==> src/rtl/plot_sink.sv <==
// Pixel plot sink: queues range-checked plot requests and drains them as linear
// framebuffer writes over a ready/valid port; also performs full-screen clear sweeps.
module plot_sink #(
  parameter int unsigned DEPTH        = 8,
  parameter int unsigned SCREEN_W     = 160,
  parameter int unsigned SCREEN_H     = 120,
  parameter logic [2:0]  CLEAR_COLOUR = 3'b000
) (
  input  logic        clk,
  input  logic        reset_n,
  input  logic [7:0]  x,
  input  logic [6:0]  y,
  input  logic [2:0]  colour,
  input  logic        plot,
  input  logic        clear_req,
  input  logic        clr_flags,
  output logic        full,
  output logic        busy,
  output logic [14:0] mem_addr,
  output logic [2:0]  mem_data,
  output logic        mem_we,
  input  logic        mem_ready,
  output logic        overflow,
  output logic [7:0]  drop_count
);

  localparam int unsigned AW = $clog2(DEPTH);
  localparam int unsigned CW = AW + 1;
  localparam int unsigned EW = 18;
  localparam logic [CW-1:0] DEPTH_C   = CW'(DEPTH);
  localparam logic [14:0]   LAST_ADDR = 15'(SCREEN_W * SCREEN_H - 1);

  typedef enum logic [1:0] {
    S_IDLE  = 2'd0,
    S_DRAIN = 2'd1,
    S_CLEAR = 2'd2
  } state_e;

  state_e        state_q, state_d;
  logic          clear_pending_q, clear_pending_d;
  logic [AW-1:0] wr_ptr_q, wr_ptr_d;
  logic [AW-1:0] rd_ptr_q, rd_ptr_d;
  logic [CW-1:0] count_q, count_d;
  logic          mem_we_q, mem_we_d;
  logic [14:0]   mem_addr_q, mem_addr_d;
  logic [2:0]    mem_data_q, mem_data_d;
  logic          overflow_q, overflow_d;
  logic [7:0]    drop_count_q, drop_count_d;

  logic [EW-1:0] fifo_mem [DEPTH];

  logic          in_range;
  logic          push;
  logic          xfer;
  logic          pop;
  logic [14:0]   push_addr;
  logic [CW-1:0] avail;
  logic [EW-1:0] head;

  assign in_range  = (32'(x) < SCREEN_W) && (32'(y) < SCREEN_H);
  assign full      = (count_q == DEPTH_C) | clear_pending_q | (state_q == S_CLEAR);
  assign busy      = (state_q != S_IDLE) | clear_pending_q;
  assign push      = plot & ~full & in_range;
  assign xfer      = mem_we_q & mem_ready;
  assign pop       = xfer & (state_q == S_DRAIN);
  assign push_addr = (15'(y) << 7) + (15'(y) << 5) + 15'(x);

  assign wr_ptr_d  = wr_ptr_q + AW'(push);
  assign rd_ptr_d  = rd_ptr_q + AW'(pop);
  assign count_d   = count_q + CW'(push) - CW'(pop);
  // Entries stored before this edge; a same-cycle push is not yet presentable.
  assign avail     = count_q - CW'(pop);
  assign head      = fifo_mem[rd_ptr_d];

  always_ff @(posedge clk) begin
    if (push) fifo_mem[wr_ptr_q] <= {push_addr, colour};
  end

  // Next-state and registered output stage.
  always_comb begin
    state_d         = state_q;
    clear_pending_d = clear_pending_q;
    mem_we_d        = mem_we_q;
    mem_addr_d      = mem_addr_q;
    mem_data_d      = mem_data_q;
    case (state_q)
      S_IDLE: begin
        if (push) begin
          state_d = S_DRAIN;
          if (clear_req) clear_pending_d = 1'b1;
        end else if (clear_req) begin
          state_d    = S_CLEAR;
          mem_we_d   = 1'b1;
          mem_addr_d = '0;
          mem_data_d = CLEAR_COLOUR;
        end
      end
      S_DRAIN: begin
        if (clear_req) clear_pending_d = 1'b1;
        if (count_d == '0) begin
          if (clear_pending_q | clear_req) begin
            state_d         = S_CLEAR;
            clear_pending_d = 1'b0;
            mem_we_d        = 1'b1;
            mem_addr_d      = '0;
            mem_data_d      = CLEAR_COLOUR;
          end else begin
            state_d  = S_IDLE;
            mem_we_d = 1'b0;
          end
        end else if (!mem_we_q || xfer) begin
          if (avail != '0) begin
            mem_we_d   = 1'b1;
            mem_addr_d = head[EW-1:3];
            mem_data_d = head[2:0];
          end else begin
            mem_we_d = 1'b0;
          end
        end
      end
      S_CLEAR: begin
        if (xfer) begin
          if (mem_addr_q == LAST_ADDR) begin
            state_d    = S_IDLE;
            mem_we_d   = 1'b0;
            mem_addr_d = '0;
          end else begin
            mem_addr_d = mem_addr_q + 15'd1;
          end
        end
      end
      default: begin
        state_d  = S_IDLE;
        mem_we_d = 1'b0;
      end
    endcase
  end

  // Sticky error flags; clr_flags takes priority over a same-cycle event.
  always_comb begin
    overflow_d   = overflow_q;
    drop_count_d = drop_count_q;
    if (clr_flags) begin
      overflow_d   = 1'b0;
      drop_count_d = '0;
    end else begin
      if (plot && full) overflow_d = 1'b1;
      if (plot && !full && !in_range && (drop_count_q != 8'hFF))
        drop_count_d = drop_count_q + 8'd1;
    end
  end

  always_ff @(posedge clk or negedge reset_n) begin
    if (!reset_n) begin
      state_q         <= S_IDLE;
      clear_pending_q <= 1'b0;
      wr_ptr_q        <= '0;
      rd_ptr_q        <= '0;
      count_q         <= '0;
      mem_we_q        <= 1'b0;
      mem_addr_q      <= '0;
      mem_data_q      <= '0;
      overflow_q      <= 1'b0;
      drop_count_q    <= '0;
    end else begin
      state_q         <= state_d;
      clear_pending_q <= clear_pending_d;
      wr_ptr_q        <= wr_ptr_d;
      rd_ptr_q        <= rd_ptr_d;
      count_q         <= count_d;
      mem_we_q        <= mem_we_d;
      mem_addr_q      <= mem_addr_d;
      mem_data_q      <= mem_data_d;
      overflow_q      <= overflow_d;
      drop_count_q    <= drop_count_d;
    end
  end

  assign mem_we     = mem_we_q;
  assign mem_addr   = mem_addr_q;
  assign mem_data   = mem_data_q;
  assign overflow   = overflow_q;
  assign drop_count = drop_count_q;

endmodule

==> config.mk <==
export PLATFORM = sky130hd
export DESIGN_NAME = plot_sink
export DESIGN_NICKNAME = d
export VERILOG_FILES = /design/src/rtl/plot_sink.sv
export SDC_FILE = /design/constraint.sdc
export NUM_CORES = 1
export LEC_CHECK = 0
export BUFFER_PORTS_ARGS = -buffer_cell sky130_fd_sc_hd__buf_4
export CAP_MARGIN = 20
export CORE_AREA = 2 2 121 123
export CTS_BUF_LIST = sky130_fd_sc_hd__clkbuf_8
export DETAILED_ROUTE_END_ITERATION = 16
export DIE_AREA = 0 0 123 125
export GPL_ROUTABILITY_DRIVEN = 0
export PLACE_DENSITY = 0.79
export SYNTH_ARGS = -nofsm -noshare
export SYNTH_HDL_FRONTEND = slang
export SYNTH_SLANG_ARGS = --single-unit
==> constraint.sdc <==
create_clock -name clk -period 5.7 [get_ports clk]
set_input_delay 1.14 -clock clk [delete_from_list [all_inputs] [get_ports clk]]
set_output_delay 1.14 -clock clk [all_outputs]
set_load 0.03 [all_outputs]
==> impl_summary.log, run 1 <==
[metrics] Final Max Tran Viols: 0
[metrics] Yosys warning count: 0
[metrics] total negative slack: 0 ps
[metrics] Logic pwr share: 0.255
[metrics] fraction of registers with async set or reset after synthesis: 0.222
[metrics] half-perimeter wire length of the detailed placement result: roughly 12 mm
[metrics] ratio of final minimum period to clock period: 0.806
[metrics] standard cell core area: 14,200 sq um
[metrics] Pwr Total: around 3.2 mW
[metrics] hold-fix buffer count after cts: 0
[metrics] Slew Limit Headroom: 0.362
[metrics] synthesized area per cell: 16.0 sq um
[metrics] overall routed net length: 17.4 mm
[metrics] part of the power in registers: 0.497
[metrics] initial antenna violation count: 0
[metrics] number of levels in the clock H-tree: 4
[metrics] Total GRT Usage: 0.242
[metrics] clock tree root buffer cell: sky130_fd_sc_hd__clkbuf_8
[metrics] count of buffers from port buffering: 53
[metrics] DR iter-0 viols: between 700 and 800
[metrics] ANT nets after route: 0
[metrics] EDFF count, synth: ~140
[metrics] number of clock buffers inserted by TritonCTS: 17
[metrics] Hold Path Class: reg -> reg
[metrics] P_sw: 1.03 mW
[metrics] CP Data Arrival Time: 4960 ps
[metrics] Congestion Overflow GR: 0
[metrics] startpoint-to-endpoint class of the critical path: in -> reg
[metrics] Achievable Freq: 218 MHz
[metrics] origin of the critical flop-to-flop path: state_q[0]
[metrics] overall die area: 15,400 sq um
[metrics] endpoint of the most critical register-to-register path: state_q[0]
[metrics] Max Clock Skew: 15.2 ps
[metrics] total leakage power: approximately 3.4 nW
[metrics] setup repair after global routing missed its margin: false
[metrics] required time worst endpoint: between 6000 and 7000 ps
[metrics] Nets: approximately 650
[metrics] first-pass GRT wire length: ~28 mm
[metrics] cell count of the worst reg-to-reg path: 14
[metrics] cell row count: between 40 and 50
[metrics] final hold violation count: 0
[metrics] fraction of the yosys area taken by sequential cells: 0.634
[metrics] share of layout cells above drive strength 1: 0.264
[metrics] power density over the cells: 337 nW/um^2
[metrics] Synth cell types: 65
[metrics] Resized Gates After CTS: 0
[metrics] vias per cell: around 6.3
[metrics] total via count after detailed routing: around 5,000
[metrics] reported max-cap violation count: 0
[metrics] Hold Path Origin: overflow
[metrics] final number of setup-violating endpoints: 0
[metrics] die width: between 100 and 150 microns
[metrics] internal power consumption: roughly 2.2 mW
[metrics] post-CTS setup-driven buffer insertion count: 0
[metrics] area growth from synthesis to layout: 12.5%
[metrics] nature of the critical path startpoint: primary input
[metrics] worst reg-to-reg setup slack: roughly 1300 ps
[metrics] I/O pins: 54
[metrics] result of the run: finished clean
[metrics] starting density of the core: 0.594
[metrics] pin count of the biggest net entering global routing: 42
[metrics] main flop type after synthesis: sky130_fd_sc_hd__edfxtp_1
[metrics] Max rail drop VDD: 159 uV
[metrics] Mapped Nets: 584
[metrics] Worst Setup End Kind: flip-flop
[metrics] number of search-and-repair iterations in the first detailed-routing pass: 5
[metrics] clock latency of the later-clocked register in the worst-skew pair: between 400 and 500 ps
[metrics] cell type with the largest total area after synthesis: sky130_fd_sc_hd__edfxtp_1
[metrics] ranking of synthesized cells by area: sky130_fd_sc_hd__edfxtp_1, sky130_fd_sc_hd__dfrtp_1, sky130_fd_sc_hd__mux4_2
[metrics] routed len/inst: 21.9 microns
[metrics] top cell type's share of synthesized area: 0.512
[metrics] Antenna diodes: 0
[metrics] number of instances on the worst hold path: 2
[metrics] Clock transition at path regs: 90 ps
[metrics] clock tree from TritonCTS: done
[metrics] Final Critical Period: roughly 4600 ps
[metrics] post-synthesis sequential element count: 185
[metrics] drc violations: 0
[metrics] switching power share of the total: 0.323
[metrics] via count of the first global-routing pass: between 5,000 and 6,000
[metrics] worst-case setup slack after placement: 721 ps
[metrics] slew at the pin with the worst max-slew slack: 957 ps
[metrics] clock share of power: 0.248
[metrics] Synth Instances: around 530
[metrics] Die Span Y: between 100 and 150 microns
[metrics] minimum setup slack in the final design: 1100 ps
[metrics] cell area after technology mapping: between 8000 and 9000 sq um
[metrics] number of sinks handled by clock tree synthesis: around 190
[metrics] maximum fanout encountered on the critical timing path: 19
[metrics] worst hold path endpoint: overflow
[metrics] buffers from clock root to sink, at most: 2
worst max-delay path, cell delays in order:
cell and delay (ps):
sky130_fd_sc_hd__buf_4 110, sky130_fd_sc_hd__o21ai_0 470, sky130_fd_sc_hd__nand2_1 90, sky130_fd_sc_hd__or2_1 270
sky130_fd_sc_hd__ha_1 280, sky130_fd_sc_hd__inv_1 50, sky130_fd_sc_hd__ha_1 160, sky130_fd_sc_hd__inv_1 60
sky130_fd_sc_hd__fa_1 510, sky130_fd_sc_hd__nor3b_1 300, sky130_fd_sc_hd__o2111ai_1 270, sky130_fd_sc_hd__nand3_1 670
sky130_fd_sc_hd__nand3_1 230, sky130_fd_sc_hd__mux2_2 340
stage by stage:
stage / hold slack (ps) / util / cell area, sq um / instances
global placement: 476 / 0.643 / 9140 / 761
CTS: 510 / 0.668 / 9490 / 793
global route: 580 / 0.668 / 9490 / 793
finish: 505 / 0.668 / 9490 / 793
floorplan: 472 / - / 8440 / 527
detailed placement: 485 / 0.643 / 9140 / 761
flip-flops by register name, indices dropped and copies added (netlist names):
register         count
wr_ptr_q             3
rd_ptr_q             3
fifo_mem           144
overflow             1
clear_pending_q      1
mem_addr            15
mem_we               1
mem_data             3
drop_count           8
state_q              2
count_q              4
synthesized netlist by cell type (all sizes together) (2+ instances only):
| cell type | n |
|---|---|
| a31o | 3 |
| o2bb2ai | 9 |
| nand3 | 16 |
| nor3b | 3 |
| fa | 3 |
| nor2 | 29 |
| nor4 | 4 |
| and3 | 6 |
| mux4 | 36 |
| xnor2 | 10 |
| a21oi | 10 |
| nor3 | 5 |
| dfrtp | 41 |
| or2 | 2 |
| buf | 11 |
| clkbuf | 7 |
| inv | 23 |
| o32a | 7 |
| o21bai | 2 |
| nand4 | 7 |
| nor2b | 3 |
| nand4bb | 2 |
| o22ai | 3 |
| or3 | 2 |
| o21ai | 10 |
| o21a | 3 |
| a21o | 3 |
| nand2 | 27 |
| and4 | 3 |
| ha | 30 |
| o22a | 2 |
| xor2 | 8 |
| nor4b | 5 |
| mux2 | 6 |
| edfxtp | 144 |
| o211ai | 2 |
| mux2i | 19 |
| and2 | 2 |
| a31oi | 3 |
| and3b | 2 |
routing by layer:
metal	GRT usage	wire length, microns	share of wire
met1	0.348	7500	0.43
met2	0.378	8540	0.49
met3	0.0452	1030	0.059
met4	0.0836	317	0.018
met5	0	0	0
kinds of logic (layout without fill, tap and decap cells):
family | after synthesis | after routing | share of synthesized area
compound gates | 70 | 70 | 0.0706
buf+inv | 41 | 123 | 0.0203
flops | 185 | 185 | 0.634
fa+ha+maj | 33 | 33 | 0.0516
simple gates | 119 | 119 | 0.0764
xor+xnor | 18 | 18 | 0.0205
mux | 61 | 61 | 0.127
final cells by class:
cell class	instances	area, sq um
clock buffer	17	234
clock inverter	15	121
fill	985	4710
inverter	23	86.3
multi-input combinational	301	2960
sequential	185	5350
tap	184	230
timing repair buffer	68	510
power by group through the flow:
stage               combinational, mW  clock (mW)  sequential, mW
floorplan                       0.603           0            1.61
global placement                0.771           0            1.61
detailed placement              0.804           0            1.62
CTS                             0.807       0.805            1.59
global route                    0.889       0.860            1.60
finish                          0.814       0.793            1.59
how the worst max path moves through the flow:
stage                   to  from  cells after the start  slack, ps
3_5_place_dp    state_q[0]  x[6]                     14        720
6_report        state_q[0]  x[6]                     14       1100
3_3_place_gp    state_q[1]  x[6]                     14        900
5_1_grt         state_q[1]  x[6]                     14        930
2_1_floorplan  mem_data[0]  plot                     15       1330
4_1_cts         state_q[0]  x[6]                     14       1220
layout by cell type (no fill, tap or decap), drive strengths merged, types with 6 or more instances in the layout:
| master | instances |
|---|---|
| edfxtp | 144 |
| buf | 68 |
| dfrtp | 41 |
| mux4 | 36 |
| inv | 31 |
| ha | 30 |
| nor2 | 29 |
| nand2 | 27 |
| mux2i | 19 |
| clkbuf | 17 |
| nand3 | 16 |
| o21ai | 10 |
| a21oi | 10 |
| xnor2 | 10 |
| o2bb2ai | 9 |
| xor2 | 8 |
| nand4 | 7 |
| o32a | 7 |
| and3 | 6 |
| mux2 | 6 |
Power figures use the tool's default switching activity.
==> run 2: changes to the inputs <==
==> constraint.sdc (replaced) <==
create_clock -name clk -period 4.67 [get_ports clk]
set_input_delay 0.934 -clock clk [delete_from_list [all_inputs] [get_ports clk]]
set_output_delay 0.934 -clock clk [all_outputs]
set_load 0.03 [all_outputs]
==> run 2 against run 1 <==
Net effect:
- global-route usage is 0.64 points lower
- clock power grew 34%
- count of clock-buffer cells in the layout up 3
- die area did not move
- power grew 25%
- critical endpoint is now mem_addr[4]
==> impl_summary.log, run 2 (synthesis results as in run 1) <==
[metrics] placed instance area: 9180 sq um (+0.52%)
[metrics] clock latency of the later-clocked register in the worst-skew pair: 460 ps (-20 ps)
[metrics] required time worst endpoint: 5050 ps (-1010 ps)
[metrics] overall routed net length: 16.8 mm (-3.5%)
[metrics] buffers from clock root to sink, at most: 2 (unchanged)
[metrics] slew at the pin with the worst max-slew slack: 872 ps (-85.0 ps)
[metrics] pin count of the biggest net entering global routing: 42 (unchanged)
[metrics] area growth from synthesis to layout: 13.6%
[metrics] DR iter-0 viols: 580 (-17%)
[metrics] CP Buf/Inv Count: 4 (+1)
[metrics] I/O pins: 54 (unchanged)
[metrics] list of cells traversed by the critical path: inv_1, ha_1, a2111o_1, or2_1, ha_1, inv_1, ha_1, inv_1, fa_1, nor3b_1, o2111a_1, nor2_4, a211oi_4, buf_4, nand3_2, o21ai_0
[metrics] Clock transition at path regs: 90 ps (about the same)
[metrics] Antenna diodes: 0 (unchanged)
[metrics] Die Span Y: 125 microns (unchanged)
[metrics] number of sinks handled by clock tree synthesis: 185 (unchanged)
[metrics] maximum fanout encountered on the critical timing path: 13 (-6)
[metrics] Worst Setup End Kind: flip-flop
[metrics] kind of cell with the highest combined delay on the critical path: compound AO/OA/AOI/OAI gates
[metrics] result of the run: finished clean
[metrics] total via count after detailed routing: 4,888 (-1.8%)
[metrics] Nets: 656 (+0.46%)
[metrics] Logic pwr share: 0.249 (-0.006)
[metrics] standard cell core area: 14,200 sq um (unchanged)
[metrics] Hold Path Class: in -> async
[metrics] Total GRT Usage: 0.236 (-0.00641)
[metrics] share of layout cells above drive strength 1: 0.266 (+0.00197)
[metrics] Pwr Total: 4.00 mW (+25%)
[metrics] total leakage power: 3.44 nW (+1.2%)
[metrics] reported max-cap violation count: 0 (unchanged)
[metrics] P_sw: 1.21 mW (+17%)
[metrics] post-CTS setup-driven buffer insertion count: 0 (unchanged)
[metrics] most flop-heavy register: fifo_mem
[metrics] Final Critical Period: between 4000 and 5000 ps
[metrics] leading cell type in the layout, fill and taps excluded: sky130_fd_sc_hd__edfxtp_1
[metrics] vias per cell: 6.14 (-2.2%)
[metrics] routed len/inst: 21.1 microns (-3.9%)
[metrics] Resized Gates After CTS: 0 (unchanged)
[metrics] power density over the cells: 417 nW/um^2 (+24%)
[metrics] cell row count: 44 (unchanged)
[metrics] Congestion Overflow GR: 0 (unchanged)
[metrics] initial antenna violation count: 0 (unchanged)
[metrics] count of buffers from port buffering: 53 (unchanged)
[metrics] internal power consumption: 2.79 mW (+29%)
[metrics] die width: 123 microns (unchanged)
[metrics] Final Max Tran Viols: 0 (unchanged)
[metrics] part of the power in registers: 0.485 (-0.012)
[metrics] via count of the first global-routing pass: 4,945 (-3.3%)
[metrics] overall die area: 15,400 sq um (unchanged)
[metrics] Max rail drop VDD: 214 uV (+34%)
[metrics] slowest CP cell: sky130_fd_sc_hd__fa_1
[metrics] most used cells in the layout excluding fill and tap cells: sky130_fd_sc_hd__edfxtp_1, sky130_fd_sc_hd__buf_4, sky130_fd_sc_hd__dfrtp_1
[metrics] biggest cell delay along the critical path: 520 ps (-150 ps)
[metrics] Slew Limit Headroom: 0.419 (+0.0567)
[metrics] setup repair after global routing missed its margin: false
[metrics] final hold violation count: 0 (unchanged)
[metrics] Max Clock Skew: 8.75 ps (-6.47 ps)
[metrics] number of search-and-repair iterations in the first detailed-routing pass: 8 (+3)
[metrics] half-perimeter wire length of the detailed placement result: 11.0 mm (-5.3%)
[metrics] final number of setup-violating endpoints: 0 (unchanged)
[metrics] clock share of power: 0.266 (+0.018)
[metrics] drc violations: 0 (unchanged)
[metrics] nature of the critical path startpoint: flip-flop
[metrics] number of levels in the clock H-tree: 4 (unchanged)
[metrics] max FFs per register: 144 (unchanged)
[metrics] first-pass GRT wire length: 26.6 mm (-3.8%)
[metrics] ANT nets after route: 0 (unchanged)
[metrics] CP Data Arrival Time: 4650 ps (-310 ps)
[metrics] clock tree root buffer cell: sky130_fd_sc_hd__clkbuf_8
[metrics] Achievable Freq: roughly 230 MHz
[metrics] clock tree from TritonCTS: done
[metrics] hold-fix buffer count after cts: 0 (unchanged)
[metrics] startpoint-to-endpoint class of the critical path: reg -> reg
[metrics] starting density of the core: 0.594 (unchanged)
[metrics] ratio of final minimum period to clock period: 0.914
[metrics] switching power share of the total: 0.302 (-0.0206)
[metrics] Layout Cell Area excl Fill: 9580 sq um (+0.99%)
[metrics] number of clock buffers inserted by TritonCTS: 17 (unchanged)
==> run 2: cell types whose count changed in the layout (fill, tap and decap cells not counted), sizes merged <==
cell / before / now
buf: 68 / 71
clkbuf: 17 / 20
clkinv: 5 / 2
bufinv: 0 / 2
inv: 31 / 29
==> run 2: area by class of cell <==
cell class / count / area, sq um
multi-input cells: 301 / 2960
clock inverters: 12 / 126
repair buffers: 71 / 558
clock buffers: 20 / 275
well taps: 184 / 230
inverters: 23 / 86.3
fillers: 967 / 4620
flip-flops and latches: 185 / 5350
==> run 2: power by group through the flow <==
stage	logic, mW	registers, mW	clock network (mW)
after floorplan	0.736	1.97	0
after global placement	0.957	1.97	0
after detailed placement	0.995	1.98	0
after CTS	0.999	1.94	1.08
after global routing	1.09	1.95	1.13
final	0.997	1.94	1.06
==> run 2: worst paths after layout <==
kind,cells after the start,slack (ps),startpoint,endpoint
max,16,400,count_q[2],mem_addr[4]
min,1,470,reset_n,mem_we
max reg2reg,16,400,count_q[2],mem_addr[4]
min reg2reg,2,500,overflow,overflow
max in group asynchronous,1,3820,reset_n,rd_ptr_q[2]
min in group clk,2,500,overflow,overflow
==> run 2: metal layers <==
layer,part of all wire,wire length [microns],vias to the layer above,GRT usage
met4,0.023,382,0,0.102
li1,-,-,2216,-
met2,0.48,8080,193,0.360
met1,0.43,7210,2450,0.334
met3,0.066,1100,29,0.0465
met5,0,0,-,0
==> run 2: through the flow <==
step	TNS (ps)	instances	utilization	hold slack [ps]	setup WS [ps]
floorplan	0	527	-	472	502
global placement	0	764	0.646	477	162
detailed placement	-41.8	764	0.646	492	-41.8
CTS	0	796	0.675	449	368
global route	0	796	0.675	486	92.4
finish	0	796	0.675	466	399
==> run 3: changes to the inputs <==
--- a/config.mk
+++ b/config.mk
@@ -12,6 +12,7 @@
 export DETAILED_ROUTE_END_ITERATION = 16
 export DIE_AREA = 0 0 123 125
 export GPL_ROUTABILITY_DRIVEN = 0
+export MAX_ROUTING_LAYER = met4
 export PLACE_DENSITY = 0.79
 export SYNTH_ARGS = -nofsm -noshare
 export SYNTH_HDL_FRONTEND = slang
==> run 3 against run 2 <==
Net effect:
- global-route usage increased by 0.77 points
- clock skew down 0.92 ps
- critical path type unchanged
- largest power group unchanged
- highest routed layer unchanged
- sequential share of layout area unchanged
==> impl_summary.log, run 3 (synthesis results as in run 1) <==
[metrics] Hold Path Class: in -> async
[metrics] Final Max Tran Viols: 0 (unchanged)
[metrics] internal power consumption: 2.79 mW (about the same)
[metrics] Nets: 656 (unchanged)
[metrics] I/O pins: 54 (unchanged)
[metrics] worst reg-to-reg setup slack: 390 ps (about the same)
[metrics] Clock transition at path regs: 90 ps (about the same)
[metrics] reported max-cap violation count: 0 (unchanged)
[metrics] number of clock buffers inserted by TritonCTS: 17 (unchanged)
[metrics] half-perimeter wire length of the detailed placement result: 11.0 mm (unchanged)
[metrics] Worst Setup End Kind: flip-flop
[metrics] power density over the cells: 417 nW/um^2 (about the same)
[metrics] CP Data Arrival Time: 4660 ps (about the same)
[metrics] buffers from clock root to sink, at most: 2 (unchanged)
[metrics] Resized Gates After CTS: 0 (unchanged)
[metrics] DR iter-0 viols: 606 (+4.5%)
[metrics] part of the power in registers: 0.485 (about the same)
[metrics] first-pass GRT wire length: 26.6 mm (about the same)
[metrics] Layout Cell Area excl Fill: 9580 sq um (unchanged)
[metrics] most flop-heavy register: fifo_mem
[metrics] origin of the critical flop-to-flop path: count_q[2]
[metrics] Max rail drop VDD: 214 uV (-0.22%)
[metrics] Pwr Total: 4.00 mW (about the same)
[metrics] die width: 123 microns (unchanged)
[metrics] pin count of the biggest net entering global routing: 42 (unchanged)
[metrics] clock latency of the later-clocked register in the worst-skew pair: 460 ps (about the same)
[metrics] clock share of power: 0.265 (about the same)
[metrics] CP Buf/Inv Count: 4 (unchanged)
[metrics] maximum fanout encountered on the critical timing path: 13 (unchanged)
[metrics] leading cell type in the layout, fill and taps excluded: sky130_fd_sc_hd__edfxtp_1
[metrics] Slew Limit Headroom: 0.392 (-0.0267)
[metrics] number of sinks handled by clock tree synthesis: 185 (unchanged)
[metrics] biggest cell delay along the critical path: 520 ps (about the same)
[metrics] ratio of final minimum period to clock period: 0.917 (+0.00281)
[metrics] cell count of the worst reg-to-reg path: 16 (unchanged)
[metrics] final instance count without filler cells: 796 (unchanged)
[metrics] overall routed net length: 16.8 mm (about the same)
[metrics] hold-fix buffer count after cts: 0 (unchanged)
[metrics] final number of setup-violating endpoints: 0 (unchanged)
[metrics] final core utilization: 0.675 (unchanged)
[metrics] kind of cell with the highest combined delay on the critical path: compound AO/OA/AOI/OAI gates
[metrics] startpoint-to-endpoint class of the critical path: reg -> reg
[metrics] P_sw: 1.21 mW (-0.12%)
[metrics] cell row count: 44 (unchanged)
[metrics] minimum setup slack in the final design: 386 ps (-13.1 ps)
[metrics] Logic pwr share: 0.250 (about the same)
[metrics] Achievable Freq: 233 MHz (-0.31%)
[metrics] drc violations: 0 (unchanged)
[metrics] area growth from synthesis to layout: 13.6% (unchanged)
[metrics] count of buffers from port buffering: 53 (unchanged)
[metrics] worst-case setup slack after placement: -41.8 ps (unchanged)
[metrics] endpoint of the most critical register-to-register path: mem_addr[4]
[metrics] total via count after detailed routing: 4,923 (+0.72%)
[metrics] Total GRT Usage: 0.244 (+0.00768)
[metrics] via count of the first global-routing pass: 4,942 (-0.061%)
[metrics] switching power share of the total: 0.302 (about the same)
[metrics] number of search-and-repair iterations in the first detailed-routing pass: 5 (-3)
[metrics] required time worst endpoint: 5040 ps (about the same)
[metrics] clock tree from TritonCTS: done
[metrics] most used cells in the layout excluding fill and tap cells: sky130_fd_sc_hd__edfxtp_1, sky130_fd_sc_hd__buf_4, sky130_fd_sc_hd__dfrtp_1
[metrics] slowest CP cell: sky130_fd_sc_hd__fa_1
[metrics] final hold violation count: 0 (unchanged)
[metrics] share of layout cells above drive strength 1: 0.266 (unchanged)
[metrics] Max Clock Skew: 7.83 ps (-0.919 ps)
[metrics] list of cells traversed by the critical path: inv_1, ha_1, a2111o_1, or2_1, ha_1, inv_1, ha_1, inv_1, fa_1, nor3b_1, o2111a_1, nor2_4, a211oi_4, buf_4, nand3_2, o21ai_0
[metrics] Final Critical Period: 4280 ps (+13.1 ps)
[metrics] overall die area: 15,400 sq um (unchanged)
[metrics] Placed Cells: 764 (unchanged)
[metrics] Congestion Overflow GR: 0 (unchanged)
[metrics] result of the run: finished clean
[metrics] starting density of the core: 0.594 (unchanged)
[metrics] Antenna diodes: 0 (unchanged)
[metrics] number of levels in the clock H-tree: 4 (unchanged)
[metrics] vias per cell: 6.18 (+0.72%)
[metrics] slew at the pin with the worst max-slew slack: 912 ps (+40.1 ps)
[metrics] post-CTS setup-driven buffer insertion count: 0 (unchanged)
[metrics] total leakage power: 3.44 nW (unchanged)
[metrics] Die Span Y: 125 microns (unchanged)
[metrics] standard cell core area: 14,200 sq um (unchanged)
[metrics] ANT nets after route: 0 (unchanged)
[metrics] setup repair after global routing missed its margin: false
[metrics] routed len/inst: 21.1 microns (about the same)
[metrics] clock tree root buffer cell: sky130_fd_sc_hd__clkbuf_8
[metrics] nature of the critical path startpoint: flip-flop
[metrics] initial antenna violation count: 0 (unchanged)
[metrics] placed instance area: 9180 sq um (unchanged)
[metrics] max FFs per register: 144 (unchanged)
## run 3: worst reg2reg max path: stages (launching register included)
cell	delay, ps
sky130_fd_sc_hd__dfrtp_1	390
sky130_fd_sc_hd__inv_1	90
sky130_fd_sc_hd__ha_1	220
sky130_fd_sc_hd__a2111o_1	430
sky130_fd_sc_hd__or2_1	260
sky130_fd_sc_hd__ha_1	280
sky130_fd_sc_hd__inv_1	60
sky130_fd_sc_hd__ha_1	160
sky130_fd_sc_hd__inv_1	60
sky130_fd_sc_hd__fa_1	520
sky130_fd_sc_hd__nor3b_1	270
sky130_fd_sc_hd__o2111a_1	350
sky130_fd_sc_hd__nor2_4	60
sky130_fd_sc_hd__a211oi_4	260
sky130_fd_sc_hd__buf_4	220
sky130_fd_sc_hd__nand3_2	280
sky130_fd_sc_hd__o21ai_0	300
## run 3: worst max path at each step
stage / slack [ps] / depth (start not counted) / startpoint / endpoint
floorplan: 500 / 15 / plot / mem_data[0]
global placement: 160 / 16 / x[6] / mem_addr[4]
detailed placement: -40 / 16 / x[6] / mem_addr[4]
CTS: 370 / 16 / count_q[2] / mem_addr[4]
global route: 90 / 16 / count_q[2] / mem_addr[4]
finish: 390 / 16 / count_q[2] / mem_addr[4]
## run 3: layout make-up
class                      instances  area, sq um
sequential                       185         5350
fill                             967         4620
multi-input combinational        301         2960
timing repair buffer              71          558
clock buffer                      20          275
tap                              184          230
clock inverter                    12          126
inverter                          23         86.3
## run 3: per-layer routing
metal | share of wire | track usage | vias to the layer above
met5 | 0 | - | -
met4 | 0.023 | 0.104 | 0
met3 | 0.076 | 0.0465 | 31
met2 | 0.49 | 0.361 | 222
met1 | 0.41 | 0.334 | 2456
li1 | - | - | 2214
## run 3: stage by stage
| stage | TNS (ps) | hold WS (ps) |
|---|---|---|
| CTS | 0 | 449 |
| finish | 0 | 467 |
| global route | 0 | 484 |
| detailed placement | -41.8 | 492 |
| global placement | 0 | 477 |
| floorplan | 0 | 472 |
## run 3: power groups by stage
stage | Combinational [mW] | Clock (mW) | Sequential [mW]
finish | 0.999 | 1.06 | 1.94
global route | 1.09 | 1.13 | 1.95
CTS | 0.999 | 1.08 | 1.94
detailed placement | 0.995 | 0 | 1.98
global placement | 0.957 | 0 | 1.97
floorplan | 0.736 | 0 | 1.97
